File: src/rtl/div_by_five_arbiter.sv
// div_by_five_arbiter: round-robin arbiter that lets two requesters share one
// divide-by-five unit, one operation at a time, and returns each result to the
// requester that issued it.
//
// Handshakes: every port pair uses valid/ready. A transfer happens in a cycle
// where valid and ready are both high. A valid source holds its message stable
// until that transfer. unit_out_val is the exception: it is a one-cycle pulse
// with no ready, and the arbiter only listens to it while waiting for a result.
module div_by_five_arbiter #(
    parameter int NBITS = 8
) (
    input  logic             clk,
    input  logic             rst,

    input  logic             req0_val,
    output logic             req0_rdy,
    input  logic [NBITS-1:0] req0_msg,
    input  logic             req1_val,
    output logic             req1_rdy,
    input  logic [NBITS-1:0] req1_msg,

    output logic             resp0_val,
    input  logic             resp0_rdy,
    output logic [NBITS-1:0] resp0_msg,
    output logic             resp1_val,
    input  logic             resp1_rdy,
    output logic [NBITS-1:0] resp1_msg,

    output logic             unit_in_val,
    input  logic             unit_in_rdy,
    output logic [NBITS-1:0] unit_in_msg,
    input  logic             unit_out_val,
    input  logic [NBITS-1:0] unit_out_msg,

    output logic             busy,
    output logic [1:0]       state_dbg
);

    typedef enum logic [1:0] {
        S_IDLE = 2'd0,
        S_WAIT = 2'd1,
        S_RESP = 2'd2
    } state_t;

    state_t           state_q, state_d;
    logic             prio_q, prio_d;     // requester that wins a tie
    logic             owner_q, owner_d;   // requester whose operation is in flight
    logic [NBITS-1:0] result_q, result_d;

    logic             grant;              // an operand is handed to the unit this cycle
    logic             grant_sel;          // which requester gets it
    logic             owner_rdy;          // owner has taken its result

    // Arbitration: a lone valid requester always wins, a tie goes to prio_q.
    always_comb begin
        grant_sel = 1'b0;
        grant     = 1'b0;
        if (!rst && state_q == S_IDLE && unit_in_rdy && (req0_val || req1_val)) begin
            grant     = 1'b1;
            grant_sel = req1_val && (!req0_val || prio_q);
        end
        owner_rdy = owner_q ? resp1_rdy : resp0_rdy;
    end

    // State register: all flops, synchronous reset.
    always_ff @(posedge clk) begin
        if (rst) begin
            state_q  <= S_IDLE;
            prio_q   <= 1'b0;
            owner_q  <= 1'b0;
            result_q <= '0;
        end else begin
            state_q  <= state_d;
            prio_q   <= prio_d;
            owner_q  <= owner_d;
            result_q <= result_d;
        end
    end

    // Next-state logic: grant -> wait for unit pulse -> hold result until taken.
    always_comb begin
        state_d  = state_q;
        prio_d   = prio_q;
        owner_d  = owner_q;
        result_d = result_q;
        case (state_q)
            S_IDLE: begin
                if (grant) begin
                    owner_d = grant_sel;
                    state_d = S_WAIT;
                end
            end
            S_WAIT: begin
                if (unit_out_val) begin
                    result_d = unit_out_msg;
                    state_d  = S_RESP;
                end
            end
            S_RESP: begin
                if (owner_rdy) begin
                    // Fairness: the other requester wins the next tie.
                    prio_d  = ~owner_q;
                    state_d = S_IDLE;
                end
            end
            default: state_d = S_IDLE;
        endcase
    end

    // Outputs: request side follows the grant, response side follows the owner.
    always_comb begin
        req0_rdy    = grant && !grant_sel;
        req1_rdy    = grant &&  grant_sel;
        unit_in_val = grant;
        unit_in_msg = grant_sel ? req1_msg : req0_msg;
        if (!grant) begin
            unit_in_msg = '0;
        end
        resp0_val   = !rst && state_q == S_RESP && !owner_q;
        resp1_val   = !rst && state_q == S_RESP &&  owner_q;
        resp0_msg   = resp0_val ? result_q : '0;
        resp1_msg   = resp1_val ? result_q : '0;
        busy        = !rst && state_q != S_IDLE;
        state_dbg   = state_q;
    end

endmodule

File: config.mk
export PLATFORM = sky130hd
export DESIGN_NAME = div_by_five_arbiter
export DESIGN_NICKNAME = d
export VERILOG_FILES = /design/src/rtl/div_by_five_arbiter.sv
export SDC_FILE = /design/constraint.sdc
export NUM_CORES = 1
export LEC_CHECK = 0
export ABC_AREA = 0
export CAP_MARGIN = 20
export CORE_ASPECT_RATIO = 2
export CORE_MARGIN = 2
export CORE_UTILIZATION = 30
export CTS_BUF_LIST = sky130_fd_sc_hd__clkbuf_8 sky130_fd_sc_hd__clkbuf_16
export CTS_CLUSTER_SIZE = 20
export DETAILED_ROUTE_END_ITERATION = 10
export PLACE_DENSITY = 0.74
export SETUP_SLACK_MARGIN = 0.3
export SYNTH_ARGS = -nofsm -noshare
export SYNTH_HDL_FRONTEND = slang
export SYNTH_SLANG_ARGS = --single-unit
File: constraint.sdc
create_clock -name clk -period 2.15 [get_ports clk]
set_clock_uncertainty 0.05 [all_clocks]
set_input_delay 0.43 -clock clk [delete_from_list [all_inputs] [get_ports clk]]
set_output_delay 0.43 -clock clk [all_outputs]
set_load 0.01 [all_outputs]
==> results <==
- The flow ran to the end, and the final reports show no timing, DRC or antenna violations.
- The first-pass GRT wire length is 5060 um.
- The via count of the first global-routing pass was 1167.
- The violation count after the first detailed-route iteration is 14.
- In this run the remaining antenna-violating nets after routing total 0.
- IR analysis of the VDD net gives a maximum drop of 0.000255 V.
- The number of H-tree levels is 1.
- The fraction of synthesized area in multiplexers is 0.129.
- The routed wirelength normalized by instance count is 15.1 um.
- The library cell used most frequently in the layout, excluding fill and tap cells, is sky130_fd_sc_hd__clkdlybuf4s50_1.
- The I/O pin count is 64.
- The end-of-flow core utilization is 0.676.
- The sort of element at the end of the critical path is an output pin.
- The critical path class is reg2out.
- The synthesized-area fraction occupied by ao, oa, aoi and oai cells is 0.140.
- The period utilization is 0.929.
- Fill cells in the final layout number 217.
- Setup repair after global routing could not meet its margin everywhere.
- For the finished layout, the period the worst path requires is 2.00 ns.
- After the last flow step, the layout net total stands at 222.
- The iteration count of the initial detailed-routing pass is 4.
- Data on the critical path is required at its endpoint by 1.67 ns.
- Setup violations remaining at the end of the flow were counted as 0.
- In the routed design, unresolved DRC markers number 0.
- On the worst path, the slowest cell contributes a delay of 0.39 ns.
- The number of buffers inserted for hold repair after clock tree synthesis is 0.
- Measured against its own limit, the worst slew margin works out to 0.758.
- Relative to the synthesized area, the layout overhead comes to 113%.
- In this run the core area contains 26 standard-cell rows.
- The total placed instance area is 1550 um^2.
- In this run, CTS created clock tree buffers numbering 3.
- The remaining global-route overflow is 0.
- The diode insertion count for antenna repair is 0.
- The number of nets in the synthesized netlist is 131.
- For this design the ratio of total power to cell area is 360 nW/um^2.
- Entering global routing, the biggest net connects 19 pins.
- Detailed placement ended at an HPWL of 2320 um.
- The number of antenna violations at the first check in global routing is 0.
- The port buffer count is 63.
- Using the TritonRoute via totals, the vias-per-cell ratio works out to 5.21.
- Of the total synthesized cell area, the portion taken by AND, OR, NAND and NOR gates is 0.383.
- For this configuration, the core starts out at a cell density of 0.317.
- The top cell types in the final layout, fill and taps aside, are 28 x sky130_fd_sc_hd__clkdlybuf4s50_1, 20 x sky130_fd_sc_hd__buf_2, 19 x sky130_fd_sc_hd__buf_4.
- The transition time of the tightest slew-check pin is 0.361 ns.
- Of the total synthesized cell area, the portion taken by XOR and XNOR cells is 0.
- The clock passes through at most 2 buffers.
- The synthesized area per cell is 8.24 um^2.
- The final max-slew violation count is 0.
- The clock insertion delay at the later pin of the skew report is 0.24 ns.
- Summed over all cells, the static leakage comes to 0.849 nW.
- The count of unique library cells instantiated by Yosys is 23.
- Once routing completed, OpenROAD measured the worst setup slack at 0.153 ns.
- The worst setup path is launched from a flip-flop.
- In this run the clock root is driven by a sky130_fd_sc_hd__clkbuf_8.
- The post-synthesis instance total is 99.
- The all-layer global routing usage is 0.227.
- The post-synthesis cell area is 816 um^2.
- TritonCTS built the clock tree.
- Summing all non-filler instances in the final layout gives an area of 1740 um^2.
- Yosys printed 0 warnings.
- The total detailed-routing wirelength is 3270 um.
- The ratio of cells with drive above 1 in the final layout is 0.479.
- In this run the horizontal extent of the chip is 40.9 um.
- The synthesized flop and latch total is 12.
- Clock-pin slew was measured on the worst setup and hold paths at 0.05 ns.
- The worst min-delay path category is in2reg.
- The floorplan step defined a die boundary enclosing 3180 um^2.
- Of all nets on the critical path, the largest fanout is 4.
- Based on the critical path, the design can be clocked at up to 501 MHz.
- The region available for standard cell placement spans 2570 um^2.
- Before CTS, the worst setup slack after placement is -0.519 ns.
- Setup slack on the worst reg-to-reg path comes out at 0.53 ns.
- The adder-cell share of the synthesized area is 0.
- The count of maximum capacitance violations is 0.
- The total vias in the final route is 1125.
- The clock net in this run drives a total of 12 sinks.
- The final estimated routing congestion in global placement is 0.673.
- The chip height is 77.7 um.
- The critical path goes through nor4b_4, o21ai_4, buf_6, nor3_2, buf_2.
- Data arrives at the worst endpoint at 1.52 ns.
- The dominant combinational cell family by area after synthesis is simple AND/OR/NAND/NOR gates.
- The cell with the largest stage delay on the worst path is sky130_fd_sc_hd__nor4b_4.
- The portion of the post-synthesis area used by sequential elements is 0.294.
- The final hold violation count was 0.
-- synth_stat cells (all sizes together) --
library cell	instances	share of area
nor4b	2	0.048
a21oi	11	0.067
mux2	1	0.018
a311o	1	0.012
nor3	1	0.0061
and4bb	1	0.015
and2	16	0.12
nor2b	4	0.034
or3b	1	0.011
inv	2	0.0092
buf	4	0.035
nand2	1	0.0046
clkbuf	2	0.0092
dfxtp	12	0.29
mux2i	9	0.11
nand3b	9	0.083
o21ai	9	0.060
nor2	13	0.060
-- final timing paths --
| check | startpoint | end | cells after the start |
|---|---|---|---|
| worst min register to register | result_q[1] | result_q[1] | 2 |
| worst max register to register | state_dbg[0] | owner_q | 5 |
| worst min-delay path | rst | result_q[6] | 3 |
| worst max-delay path | state_dbg[0] | req1_rdy | 5 |
-- logic make-up (layout without fill, tap and decap cells) --
kind of cell | Yosys count | after routing
simple gates | 48 | 48
flops | 12 | 12
mux | 10 | 10
buf+inv | 8 | 96
compound gates | 21 | 22
-- through the flow --
stage / instances / TNS (ns) / hold WS (ns) / power (mW)
after floorplan: 99 / 0 / 0.419 / 0.296
after global placement: 196 / -12.36 / 0.443 / 0.398
after detailed placement: 196 / -12.98 / 0.458 / 0.403
after CTS: 213 / 0 / 0.469 / 0.621
after global routing: 216 / 0 / 0.458 / 0.652
final: 216 / 0 / 0.449 / 0.625
-- per-layer routing --
layer	track usage	wire [um]
met5	0	0
met4	0.0800	69
met3	0.0314	277
met2	0.469	2040
met1	0.169	882
-- worst max-delay path, delay by kind of cell (launching register included) --
kind,cells,cell delay [ns]
and+or+nand+nor,2,0.49
DFF,1,0.35
buffers and inverters,2,0.30
AOI/OAI and AO/OA,1,0.14
-- state kept, by name, indices dropped and copies added, names as in the netlist --
signal / cells
owner_q: 1
prio_q: 1
result_q: 8
state_dbg: 2
-- where the power goes --
part           internal [mW]  switching [mW]
Combinational          0.116          0.0732
Clock                  0.123          0.0762
Sequential             0.229         0.00719
Total                  0.468           0.157
-- final cells by class --
class	count	area (um^2)	share of cell area
Timing Repair Buffer	91	792	0.456
Tap cell	28	35.0	0.0202
Inverter	2	7.51	0.00432
Clock buffer	3	41.3	0.0238
Multi-Input combinational cell	80	614	0.354
Sequential cell	12	246	0.142
-- what timing repair did --
item                                    4_1_cts  5_1_grt
pin swaps                                     6        1
buffers inserted                             12        3
endpoints found under the setup margin       30       26
resized for setup                           155       21
cloned                                        2        0
Power figures use the tool's default switching activity.
==> patch 1 (config.mk and constraints unchanged) <==
Change the parameter `NBITS` from 8 to 12.
--- a/src/rtl/div_by_five_arbiter.sv
+++ b/src/rtl/div_by_five_arbiter.sv
@@ -7,7 +7,7 @@
 // until that transfer. unit_out_val is the exception: it is a one-cycle pulse
 // with no ready, and the arbiter only listens to it while waiting for a result.
 module div_by_five_arbiter #(
-    parameter int NBITS = 8
+    parameter int NBITS = 12
 ) (
     input  logic             clk,
     input  logic             rst,
Ports: changed (6 resized); port bits go from 64 to 88. The function was not compared with the original's and may differ.
==> patch 1 against the unedited design <==
Final area up 43%. Sequential cell count is 4 higher. Die area increased by 33%. Total power rose by 26%. Wire length up 33%. Area after synthesis up 36%. Global-route usage shrank 1.8 points. Synthesized cell count rose by 51%. Setup slack worse by 61 ps.
==> patch 1: results (changes against the unedited design) <==
Status
  – Status: completed

Timing
  – Least-Margin Pin Slew: 481 ps (+119 ps)

CTS
  – Max Buffers Root-to-Sink: 2 (unchanged)
  – Hold-fix buffers, CTS: 0 (unchanged)
  – Reg clk slew, reported paths: roughly 60 ps
  – H-tree Lvls: 1 (unchanged)
  – Clk_lat worst skew: 240 ps (about the same)
  – Num CTS Buffers: 3 (unchanged)
  – Clk root buf: clkbuf_8

Place
  – Input/output buffers: 87 (+38%)
  – Dpl cell area: 2160 µm² (+40%)
  – Setup slack at placement: -530 ps (-10.1 ps)
  – Placer Congestion: 0.776 (+15%)
  – Hpwl dp: 2800 µm (+21%)

Drt
  – First drt pass iteration count: 4 (unchanged)
  – Met3 wire length: 238 µm (-14%)
  – Initial DRC count: 10 (-4)
  – DRC violations left: 0 (unchanged)
  – WL final: 4340 µm (+33%)
  – Routed wl met2: 2610 µm (+28%)
  – Routed length on met1: 1360 µm (+54%)
  – Via count: 1468 (+30%)
  – Highest Signal Layer: met4

Synthesis
  – Synth Flop Type: dfxtp_1
  – Post-synth top cells: and2_1, nand2_1, a21oi_1, dfxtp_1, nand3b_1
  – Top cells by area, synth: dfxtp_1, and2_1, nand3b_1
  – Syn Nets: 193 (+47%)
  – Sequential area share after synthesis: 0.288 (-0.00619)
  – Ys async rst share: 0 (unchanged)
  – Ys Warns: 0 (unchanged)
  – Distinct cells, synth: 23 (unchanged)

Hold path
  – Min-delay src: result_q[1]
  – HP Class: flop to flop

Critical path
  – Arrival time worst endpoint: 1580 ps (+60 ps)
  – Reg2reg start: state_dbg[1]
  – CP Max Fanout: 4 (unchanged)
  – Setup crit start: rst

Pwr
  – Clock power share: 0.271 (-0.048)
  – Part of the power in combinational logic: 0.335 (+0.031)
  – LEAKAGE: 1.06 nW (+24%)
  – Total power: 0.000789 W (+26%)
  – Maximum VDD drop: 189 µV (-26%)
  – Sw frac: 0.252 (+0.000961)

Global route
  – First-pass GRT wire length: 6560 µm (+30%)
  – Vias in the first global route: 1433 (+23%)
  – Largest net degree at the start of global routing: 14 (-5)
  – Antenna violations before repair: 0 (unchanged)
  – Total Routing Usage GR: 0.209 (-0.0177)

Final layout
  – Layout cells sized above 1: 0.473 (-0.00544)
  – Max reg flops: 12 (+4)
  – Nets@finish: 308 (+39%)
  – Antenna diodes: 0 (unchanged)
  – Most flops, register: result_q
  – Fillers: 278 (+28%)
[patch 1: layout make-up]
type	instances	area [µm²]	share of cell area
sequential	16	329	0.133
multi-input combinational	120	838	0.338
clock buffer	3	41.3	0.0167
tap	49	61.3	0.0247
inverter	2	12.5	0.00505
timing repair buffer	121	1200	0.483
[patch 1: what timing repair did]
| action | in CTS | in global routing |
|---|---|---|
| gates resized for setup | 228 | 43 |
| pin swaps | 17 | 2 |
| buffers inserted | 9 | 1 |
| endpoints found under the setup margin | 42 | 41 |
| cloned | 5 | 0 |
[patch 1: final timing paths]
kind	cells after the start	slack (ps)	end
max	8	90	resp0_msg[1]
min	2	420	result_q[1]
max reg2reg	5	770	owner_q
min reg2reg	2	420	result_q[1]
[patch 1: cell families after synthesis]
kind of cell	after synthesis	share of synthesized area
and+or+nand+nor	77	0.410
AOI/OAI and AO/OA	41	0.220
DFF	16	0.288
buffers and inverters	13	0.0642
muxes	2	0.0180
[patch 1: routing by layer]
metal	up-vias	global-route usage
met1	652	0.207
met4	0	0.0856
li1	731	-
met3	10	0.0341
met2	75	0.387
met5	-	0
[patch 1: worst max-delay path: stages]
cell and delay, ps:
buf_8 100, buf_6 110, nor4b_4 310, buf_4 190
buf_6 100, buf_6 100, and2_4 130, buf_6 100
[patch 1: stage by stage]
| step | utilization | std cells |
|---|---|---|
| 6_report | 0.695 | 311 |
| 4_1_cts | 0.646 | 310 |
| 2_1_floorplan | - | 149 |
| 3_3_place_gp | 0.605 | 293 |
| 5_1_grt | 0.695 | 311 |
| 3_5_place_dp | 0.605 | 293 |
==> patch 2 (config.mk and constraints unchanged) <==
Without the edit above. Make the reset (`rst`) asynchronous in one clocked block. Comments in the files are not updated.
--- a/src/rtl/div_by_five_arbiter.sv
+++ b/src/rtl/div_by_five_arbiter.sv
@@ -63,7 +63,7 @@
     end
 
     // State register: all flops, synchronous reset.
-    always_ff @(posedge clk) begin
+    always_ff @(posedge clk or posedge rst) begin
         if (rst) begin
             state_q  <= S_IDLE;
             prio_q   <= 1'b0;
Function: differs if rst is asserted again (counterexample within 4 cycles, from zero or initial values and one cycle with rst high); with rst held inactive, the same outputs for 10 cycles.
==> patch 2 against the unedited design <==
Via count fell by 2.9%. Setup slack got worse by 92 ps. Worst hold slack got worse by 180 ps. Wire length rose by 4.8%. Area after synthesis rose by 3.1%. Sequential cell count did not move. Utilization rose by 0.80 points. Final area rose by 6.4%. First-iteration DRC count rose by 71%. Critical endpoint is now resp1_msg[3].
Power is not compared: it rests on default switching activity, and its combinational part moved more than twofold at a synthesized area within 25%.
==> patch 2: results (changes against the unedited design) <==
Synthesis
  – Synth Area in Adders: 0 (unchanged)
  – Syn Nets: 121 (-7.6%)
  – Compound-Gate Fraction of Synth Area: 0.128 (-0.0116)
  – Ys async rst share: 1.00 (+1.00)
  – Mux cell area share after synthesis: 0.137 (+0.00807)
  – Distinct cells, synth: 25 (+8.7%)
  – Post-synth top cells: and2_1, dfrtp_1, nand3b_1, o21ai_0
  – Mapped Cells: 89 (-10%)
  – Sequential area share after synthesis: 0.357 (+0.0627)
  – Top cells by area, synth: dfrtp_1, and2_1, mux2_2
  – XOR/XNOR Fraction of Synth Area: 0 (unchanged)

Final layout
  – Clock buffers: 3 (unchanged)
  – Area of the multi-input gates: 593 µm² (-3.5%)
  – Signal buf overhead: 0.464 (+0.00840)
  – Nets@finish: 218 (-1.8%)
  – Fillers: 218 (+0.46%)
  – Count of plain and timing-repair buffers in the layout: 95 (+4.4%)
  – Multi-input comb cells: 70 (-13%)
  – Final core occ: 0.684 (+0.00804)
  – Max reg flops: 8 (unchanged)
  – Seq area share: 0.163 (+0.0212)
  – Non-clk invs: 4 (+2)
  – Layout cells sized above 1: 0.576 (+0.0974)
  – Cell Count, Final, Fillers Out: 213 (-1.4%)
  – Clock buf/inv share: 0.0223 (-0.00143)

Place
  – Hpwl dp: 2180 µm (-5.8%)
  – Placer Congestion: 0.788 (+17%)
  – Dpl cell area: 1570 µm² (+1.3%)
  – Placed instance count: 189 (-3.6%)
  – Setup slack at placement: -508 ps (+11.4 ps)

Global route
  – Largest net degree at the start of global routing: 13 (-6)
  – Antenna violations before repair: 0 (unchanged)
  – First-pass GRT wire length: 5000 µm (-1.1%)
  – Total Routing Usage GR: 0.202 (-0.0250)

CTS
  – Clk root buf: clkbuf_8
  – Post-CTS setup buffers: 13 (+1)
  – Reg clk slew, reported paths: 50 ps (about the same)
  – Cts repair resizes: 166 (+7.1%)

Floorplanning
  – Die ar.: 3270 µm² (+2.8%)

Drt
  – Routed WL per cell: 16.1 µm (+6.3%)
  – First drt pass iteration count: 3 (-1)
  – Via count: 1092 (-2.9%)
  – Initial DRC count: 24 (+10)

Critical path
  – CP max stage cell: dfrtp_2
  – Worst stage delay on the critical path: 440 ps (+50 ps)
  – Arrival time worst endpoint: 1610 ps (+90 ps)
  – CP Max Fanout: 5 (+1)
  – Delay-heaviest family, CP: buffers and inverters

Timing
  – Normalized max-slew margin: 0.830 (+0.0719)

Pwr
  – Maximum VDD drop: 336 µV

Hold path
  – HP Class: primary input to asynchronous set/reset pin

Status
  – Status: completed
patch 2: routing by layer:
metal,share of wire,vias up,track usage,routed length [µm]
met2,0.61,77,0.450,2090
met3,0.065,10,0.0386,224
met1,0.29,495,0.139,987
met4,0.036,0,0.100,123
li1,-,510,-,-
met5,0,-,0,0
patch 2: path summary, 6_finish.rpt:
check                                   from           end  slack (ps)  cells after the start
min in group clk                 result_q[4]   result_q[4]         480                      1
worst min-delay path                     rst       owner_q         270                      3
worst min register to register   result_q[4]   result_q[4]         480                      1
worst max-delay path            state_dbg[0]  resp1_msg[3]          60                      7
max in group asynchronous                rst  state_dbg[0]        1620                      3
worst max register to register  state_dbg[0]       owner_q         440                      7
patch 2: tightest hold or removal path: stages:
cell and delay (ps):
buf_2 140, inv_1 120, buf_4 220
patch 2: power by group:
group,switching [W],internal (W),leakage (nW)
clock network,0.0000715,0.000122,0.0216
registers,0.0000891,0.000323,0.141
logic,0.000202,0.000334,0.715
